--- config.mk ---
export PLATFORM = sky130hd
export DESIGN_NAME = cd_rx_page_mgr_flat
export DESIGN_NICKNAME = d
export VERILOG_FILES = /design/src/rtl/cd_rx_page_mgr_pkg.sv /design/src/rtl/cd_rx_page_mgr_if.sv /design/src/rtl/cd_rx_page_mgr_fifo.sv /design/src/rtl/cd_rx_page_mgr.sv /design/src/flat_wrapper.sv
export SDC_FILE = /design/constraint.sdc
export NUM_CORES = 1
export LEC_CHECK = 0
export ABC_AREA = 1
export CAP_MARGIN = 20
export CORE_MARGIN = 3
export CORE_UTILIZATION = 40
export DETAILED_ROUTE_END_ITERATION = 12
export PLACE_DENSITY_LB_ADDON = 0.2
export SETUP_SLACK_MARGIN = 0.05
export SYNTH_ARGS = -nofsm -noshare
export SYNTH_HDL_FRONTEND = slang
export SYNTH_SLANG_ARGS = --single-unit
--- constraint.sdc ---
create_clock -name clk -period 2.05 [get_ports clk]
set_clock_uncertainty 0.2 [all_clocks]
set_input_delay 0.205 -clock clk [delete_from_list [all_inputs] [get_ports clk]]
set_output_delay 0.205 -clock clk [all_outputs]
set_load 0.03 [all_outputs]
--- src/rtl/cd_rx_page_mgr_pkg.sv ---
// Shared constants for the rx page manager: ready-entry layout and lost-counter width.
package cd_rx_page_pkg;
    localparam int PAGE_NUM_DEF = 4;
    localparam int LEN_W        = 8;   // ready entry = {page, len}
    localparam int LOST_W       = 8;
endpackage

--- src/rtl/cd_rx_page_mgr_if.sv ---
// Bus between the rx page manager and its clients (byte assembler + host).
interface cd_rx_page_mgr_if
    import cd_rx_page_pkg::*;
#(
    parameter int PAGE_AW = 2
);
    logic                 rx_switch;
    logic [LEN_W-1:0]     rx_len;
    logic [PAGE_AW-1:0]   rx_wr_page;
    logic                 rx_avail;
    logic [PAGE_AW-1:0]   rx_rd_page;
    logic [LEN_W-1:0]     rx_rd_len;
    logic [PAGE_AW:0]     rx_pend;
    logic                 rx_release;
    logic                 rx_flush;
    logic                 rx_lost;
    logic [LOST_W-1:0]    rx_lost_cnt;

    modport master (
        output rx_switch, rx_len, rx_release, rx_flush,
        input  rx_wr_page, rx_avail, rx_rd_page, rx_rd_len, rx_pend, rx_lost, rx_lost_cnt
    );
    modport slave (
        input  rx_switch, rx_len, rx_release, rx_flush,
        output rx_wr_page, rx_avail, rx_rd_page, rx_rd_len, rx_pend, rx_lost, rx_lost_cnt
    );
endinterface

--- src/rtl/cd_rx_page_mgr_fifo.sv ---
// Circular FIFO with register-only head/count outputs. SEQ_INIT variant comes up
// (and reinits) holding base+1 .. base+DEPTH-1, used for the free page list.
module cd_page_fifo #(
    parameter int W        = 2,
    parameter int DEPTH    = 4,
    parameter int AW       = 2,
    parameter bit SEQ_INIT = 1'b0
) (
    input  logic          clk,
    input  logic          reset_n,
    input  logic          push,
    input  logic [W-1:0]  push_data,
    input  logic          pop,
    input  logic          reinit,
    input  logic [W-1:0]  reinit_base,
    output logic [W-1:0]  head,
    output logic [AW:0]   count
);
    localparam logic [AW-1:0] INIT_WR  = AW'(SEQ_INIT ? DEPTH - 1 : 0);
    localparam logic [AW:0]   INIT_CNT = (AW+1)'(SEQ_INIT ? DEPTH - 1 : 0);

    logic [W-1:0]  mem [DEPTH];
    logic [AW-1:0] rd_ptr, wr_ptr;

    always_ff @(posedge clk or negedge reset_n) begin
        if (!reset_n) begin
            for (int i = 0; i < DEPTH; i++)
                mem[i] <= SEQ_INIT ? W'(i + 1) : '0;
            rd_ptr <= '0;
            wr_ptr <= INIT_WR;
            count  <= INIT_CNT;
        end else if (reinit) begin
            for (int i = 0; i < DEPTH; i++)
                mem[i] <= SEQ_INIT ? reinit_base + W'(i + 1) : '0;
            rd_ptr <= '0;
            wr_ptr <= INIT_WR;
            count  <= INIT_CNT;
        end else begin
            // Callers never push when full nor pop when empty, so push+pop never aliases a slot.
            if (push) begin
                mem[wr_ptr] <= push_data;
                wr_ptr      <= wr_ptr + 1'b1;
            end
            if (pop)
                rd_ptr <= rd_ptr + 1'b1;
            case ({push, pop})
                2'b10:   count <= count + 1'b1;
                2'b01:   count <= count - 1'b1;
                default: ;
            endcase
        end
    end

    assign head = (count == '0) ? '0 : mem[rd_ptr];
endmodule

--- src/rtl/cd_rx_page_mgr.sv ---
// Rx page scheduler: owns the assembler's write page, queues committed pages for the host,
// recycles released pages. Optional saturating drop counter under CD_RX_LOST_CNT_EN.
module cd_rx_page_mgr
    import cd_rx_page_pkg::*;
#(
    parameter int PAGE_NUM = PAGE_NUM_DEF,
    parameter int PAGE_AW  = 2
) (
    input  logic                 clk,
    input  logic                 reset_n,
    cd_rx_page_mgr_if.slave      bus
);
    localparam int EW = PAGE_AW + LEN_W;

    logic [PAGE_AW-1:0] wr_page, free_head;
    logic [PAGE_AW:0]   free_cnt, rdy_cnt;
    logic [EW-1:0]      rdy_head;
    logic               rel_ok, commit, free_empty, bypass, commit_ok, lost, lost_q;
    logic               free_push, free_pop;

    // Flush wins over everything; a release needs a queued page to act on.
    assign rel_ok     = !bus.rx_flush && bus.rx_release && (rdy_cnt != '0);
    assign commit     = !bus.rx_flush && bus.rx_switch;
    assign free_empty = (free_cnt == '0);
    assign bypass     = commit && rel_ok && free_empty;
    assign commit_ok  = commit && (!free_empty || rel_ok);
    assign lost       = commit && free_empty && !rel_ok;
    assign free_push  = rel_ok && !bypass;
    assign free_pop   = commit_ok && !free_empty;

    cd_page_fifo #(.W(PAGE_AW), .DEPTH(PAGE_NUM), .AW(PAGE_AW), .SEQ_INIT(1'b1)) u_free (
        .clk         (clk),
        .reset_n     (reset_n),
        .push        (free_push),
        .push_data   (rdy_head[EW-1:LEN_W]),
        .pop         (free_pop),
        .reinit      (bus.rx_flush),
        .reinit_base (wr_page),
        .head        (free_head),
        .count       (free_cnt)
    );

    cd_page_fifo #(.W(EW), .DEPTH(PAGE_NUM), .AW(PAGE_AW), .SEQ_INIT(1'b0)) u_ready (
        .clk         (clk),
        .reset_n     (reset_n),
        .push        (commit_ok),
        .push_data   ({wr_page, bus.rx_len}),
        .pop         (rel_ok),
        .reinit      (bus.rx_flush),
        .reinit_base ('0),
        .head        (rdy_head),
        .count       (rdy_cnt)
    );

    always_ff @(posedge clk or negedge reset_n) begin
        if (!reset_n) begin
            wr_page <= '0;
            lost_q  <= 1'b0;
        end else begin
            lost_q <= lost;
            // With no free page, the page just released goes straight back to the assembler.
            if (commit_ok)
                wr_page <= bypass ? rdy_head[EW-1:LEN_W] : free_head;
        end
    end

`ifdef CD_RX_LOST_CNT_EN
    logic [LOST_W-1:0] lost_cnt;
    always_ff @(posedge clk or negedge reset_n) begin
        if (!reset_n)
            lost_cnt <= '0;
        else if (bus.rx_flush)
            lost_cnt <= '0;
        else if (lost && lost_cnt != '1)
            lost_cnt <= lost_cnt + 1'b1;
    end
    assign bus.rx_lost_cnt = lost_cnt;
`else
    assign bus.rx_lost_cnt = '0;
`endif

    assign bus.rx_wr_page = wr_page;
    assign bus.rx_avail   = (rdy_cnt != '0);
    assign bus.rx_pend    = rdy_cnt;
    assign bus.rx_rd_page = rdy_head[EW-1:LEN_W];
    assign bus.rx_rd_len  = rdy_head[LEN_W-1:0];
    assign bus.rx_lost    = lost_q;
endmodule
--- src/flat_wrapper.sv ---
// flat-port wrapper written by rule: the top's interface ports become plain ports
module cd_rx_page_mgr_flat import cd_rx_page_pkg::*;
#(
    parameter int PAGE_NUM = PAGE_NUM_DEF,
    parameter int PAGE_AW  = 2
)
  (clk, reset_n, bus_rx_switch, bus_rx_len, bus_rx_release, bus_rx_flush, bus_rx_wr_page, bus_rx_avail, bus_rx_rd_page, bus_rx_rd_len, bus_rx_pend, bus_rx_lost, bus_rx_lost_cnt);
  cd_rx_page_mgr_if #(.PAGE_AW(PAGE_AW)) bus_i ();
  input  logic clk;
  input  logic reset_n;
  input wire logic [$bits(bus_i.rx_switch)-1:0] bus_rx_switch;
  input wire logic [$bits(bus_i.rx_len)-1:0] bus_rx_len;
  input wire logic [$bits(bus_i.rx_release)-1:0] bus_rx_release;
  input wire logic [$bits(bus_i.rx_flush)-1:0] bus_rx_flush;
  output wire logic [$bits(bus_i.rx_wr_page)-1:0] bus_rx_wr_page;
  output wire logic [$bits(bus_i.rx_avail)-1:0] bus_rx_avail;
  output wire logic [$bits(bus_i.rx_rd_page)-1:0] bus_rx_rd_page;
  output wire logic [$bits(bus_i.rx_rd_len)-1:0] bus_rx_rd_len;
  output wire logic [$bits(bus_i.rx_pend)-1:0] bus_rx_pend;
  output wire logic [$bits(bus_i.rx_lost)-1:0] bus_rx_lost;
  output wire logic [$bits(bus_i.rx_lost_cnt)-1:0] bus_rx_lost_cnt;
  assign bus_i.rx_switch = bus_rx_switch;
  assign bus_i.rx_len = bus_rx_len;
  assign bus_i.rx_release = bus_rx_release;
  assign bus_i.rx_flush = bus_rx_flush;
  assign bus_rx_wr_page = bus_i.rx_wr_page;
  assign bus_rx_avail = bus_i.rx_avail;
  assign bus_rx_rd_page = bus_i.rx_rd_page;
  assign bus_rx_rd_len = bus_i.rx_rd_len;
  assign bus_rx_pend = bus_i.rx_pend;
  assign bus_rx_lost = bus_i.rx_lost;
  assign bus_rx_lost_cnt = bus_i.rx_lost_cnt;
  cd_rx_page_mgr #(.PAGE_NUM(PAGE_NUM), .PAGE_AW(PAGE_AW)) u_core (.clk(clk), .reset_n(reset_n), .bus(bus_i));
endmodule
==> key figures <==
Global route
  • Pin count of the biggest net entering global routing: 48
  • Antenna violations before repair: 0
  • GRT overflow: 0
  • GR Util All Layers: 0.1857
  • Vias in the first global route: ~3200
  • First-pass GRT wire length: ~15000 microns

Die
  • Starting Density: 0.4147
  • IO Pins: 38
  • Die W: between 100 and 150 microns
  • Core Box Area: 8806 sq um
  • Die Area: between 10000 and 15000 sq um
  • # rows: 34
  • Die span in y: 101.6 microns

Route
  • Routed len/inst: about 13 microns
  • Via/cell ratio: 4.789
  • Final WL: approximately 8800 microns
  • Met3 WL post-DR: between 300 and 400 microns
  • Antenna Nets Post-Route: 0
  • Starting DRC count in detailed routing: 114
  • Residual DRC: 0
  • Routed wl met2: a little over 4000 microns
  • Highest routed layer: met4
  • Vias post-DR: 3319
  • M1 wire length: 4159 microns
  • 1st-pass router iterations: 5

Place
  • Dpl hpwl: ~6300 microns
  • Port-buffer cells: 29
  • Routability cong.: about 0.84
  • Placed inst area: about 4300 sq um
  • Setup WS pre-CTS: -0.1448 ns

Cells and area
  • Layout Nets: 604
  • Area Growth Syn to Fin: 27.68%
  • Footprint of the multi-input gates: 1851 sq um
  • Antenna diode count: 0
  • Commonest cells after routing, fill and taps aside: nand2_1, nor2_1, dfrtp_1
  • Commonest non-fill, non-tap cell in the layout: nand2_1
  • Post-route design area: between 4000 and 5000 sq um
  • Filler cells: 838
  • Storage cell area: approximately 1600 sq um
  • Share of cells above drive strength 1: 0.2068

STA
  • Min Hold Slack: about 0.15 ns
  • Pins over their slew limit: 0
  • RSZ-0062 raised after global routing: yes
  • Min cycle time layout: slightly below 2 ns
  • Fmax: between 500 and 600 MHz
  • Final Hold Viols: 0
  • Count of endpoints failing setup in the final report: 0
  • Post-route setup slack: 0.06863 ns
  • Period utilization: 0.9665

Synthesis
  • Syn avg cell area: just over 7 sq um
  • Yosys warns: 0
  • EDFF count, synth: 0
  • Netlist cell types: 31
  • Mapped Area: 3652 sq um
  • Post-Synthesis Cells: slightly above 500
  • Asr flop ratio synth: 1.000
  • Sequential share of the synthesized area: 0.4481
  • Synth Flop Type: dfrtp_1
  • #FFs+latches synth: 65

Worst hold path
  • Type of the worst min-delay path: primary input to async pin

Flow run
  • Max-Cap Viols: 0

Worst setup path
  • R2r endpoint: u_core.u_free.count[2]
  • CP Data Required Time: around 1.6 ns
  • Crit. End Element: output pin
  • R2R Setup Slk: roughly 0.13 ns
  • Setup CP Type: flop to output pin
  • R2R depth: 9
  • CP startpoint kind: flop
  • Worst endpoint data arrival time: between 1.5 and 2 ns
  • FF-to-FF Start: u_core.u_free.count[0]
  • CP Max Fanout: 12

Power
  • Peak VDD IR: 411.7 uV
  • Total Power: ~0.0047 W
  • Power Density: 1012 nW/um^2
  • Pleak: around 2.5 nW

CTS
  • Root buf cell: clkbuf_8
  • Worst-Skew Late Latency: roughly 0.34 ns
  • CTS clock-pin slew for the worst setup and hold paths: 0.07 ns
  • CTS buffer count: 9
  • Worst-case clock buffer depth: 2
  • H-tree level count: 3
  • TritonCTS clock tree: built
  • Sink Count: between 60 and 70

Run status
  • Run status: completed
-- synthesized netlist by cell type, types with 2 or more instances --
| cell type | count | area (sq um) |
|---|---|---|
| nand2_1 | 216 | 810.8 |
| nor2_1 | 61 | 229.0 |
| dfrtp_1 | 57 | 1426 |
| inv_1 | 49 | 183.9 |
| o21ai_0 | 28 | 140.1 |
| nand3_1 | 23 | 115.1 |
| a21oi_1 | 14 | 70.07 |
| buf_4 | 8 | 60.06 |
| dfstp_2 | 8 | 210.2 |
| ha_1 | 8 | 100.1 |
| clkbuf_1 | 7 | 26.28 |
| nor2_4 | 5 | 56.30 |
| o21ai_2 | 4 | 35.03 |
| buf_2 | 3 | 15.01 |
| fa_1 | 2 | 40.04 |
| o211ai_1 | 2 | 15.01 |
| xnor2_1 | 2 | 17.52 |
-- registers in the layout, summed over array words and instances, names as in the netlist --
| name | cells |
|---|---|
| u_core.u_free.count | 3 |
| u_core.bus.rx_lost | 1 |
| u_core.u_free.mem | 8 |
| u_core.u_ready.mem | 40 |
| u_core.u_ready.rd_ptr | 2 |
| u_core.u_ready.count | 3 |
| u_core.u_free.rd_ptr | 2 |
| u_core.u_free.wr_ptr | 2 |
| u_core.bus.rx_wr_page | 2 |
| u_core.u_ready.wr_ptr | 2 |
-- critical path, stage by stage (launching register included) --
cell,delay [ns]
dfrtp_1,0.42
clkinvlp_4,0.19
buf_6,0.20
o21ai_1,0.18
a21oi_2,0.08
buf_4,0.17
-- per-stage QoR --
stage	TNS, ns	instances	util
2_1_floorplan	0	518	-
3_3_place_gp	-0.5526	672	0.4915
3_5_place_dp	-1.840	672	0.4915
4_1_cts	0	691	0.5183
5_1_grt	-0.005389	693	0.5296
6_report	0	693	0.5296
-- per-layer routing --
layer  track usage  vias up
li1              -     1691
met5             0        -
met3       0.02342       17
met4       0.08282        0
met1        0.2546     1546
met2        0.2948       65
-- how the worst max path moves through the flow --
stage | startpoint | to | slack (ns) | cells past startpoint
finish | u_core.u_ready.rd_ptr[0] | bus_rx_rd_len[2] | 0.07 | 5
CTS | u_core.u_ready.rd_ptr[0] | bus_rx_rd_page[0] | 0.0006 | 8
global placement | bus_rx_switch | u_core.u_ready.count[2] | -0.09 | 11
global route | u_core.u_ready.rd_ptr[0] | bus_rx_rd_page[0] | -0.005 | 7
floorplan | u_core.u_ready.count[2] | bus_rx_rd_len[0] | 0.04 | 5
detailed placement | bus_rx_switch | u_core.u_ready.count[2] | -0.14 | 11
-- layout make-up --
| type | instances | share of cell area |
|---|---|---|
| timing repair buffer | 72 | 0.1417 |
| multi-input combinational | 382 | 0.3968 |
| tap | 108 | 0.02898 |
| sequential | 65 | 0.3515 |
| clock buffer | 13 | 0.03622 |
| inverter | 51 | 0.04212 |
| clock inverter | 2 | 0.002683 |
-- logic make-up (layout without fill, tap and decap cells) --
family	count (synthesis)	count (layout)	synth area share
other	1	8	0.001027
AO/OA/AOI/OAI	50	50	0.07777
adder cells (fa/ha/maj)	10	10	0.03837
XOR/XNOR	3	3	0.007196
buffers and inverters	71	138	0.08427
flip-flops	65	65	0.4481
AND/OR/NAND/NOR	311	311	0.3433
-- power breakdown --
group	internal [W]	leakage [nW]	switching (W)	total [W]
Combinational	0.000775	1.52	0.00122	0.00199
Clock	0.000530	0.0915	0.000485	0.00102
Sequential	0.00154	0.857	0.000175	0.00171
-- repair_timing --
action | CTS | global route
resized for setup | 17 | 29
hold endpoints to repair | 18 | 0
buffers inserted | 3 | 2
hold buffers | 1 | 0
setup endpoints to repair | 12 | 45
pin swaps | 0 | 9
Note: power is estimated with default switching activity, not from simulation.
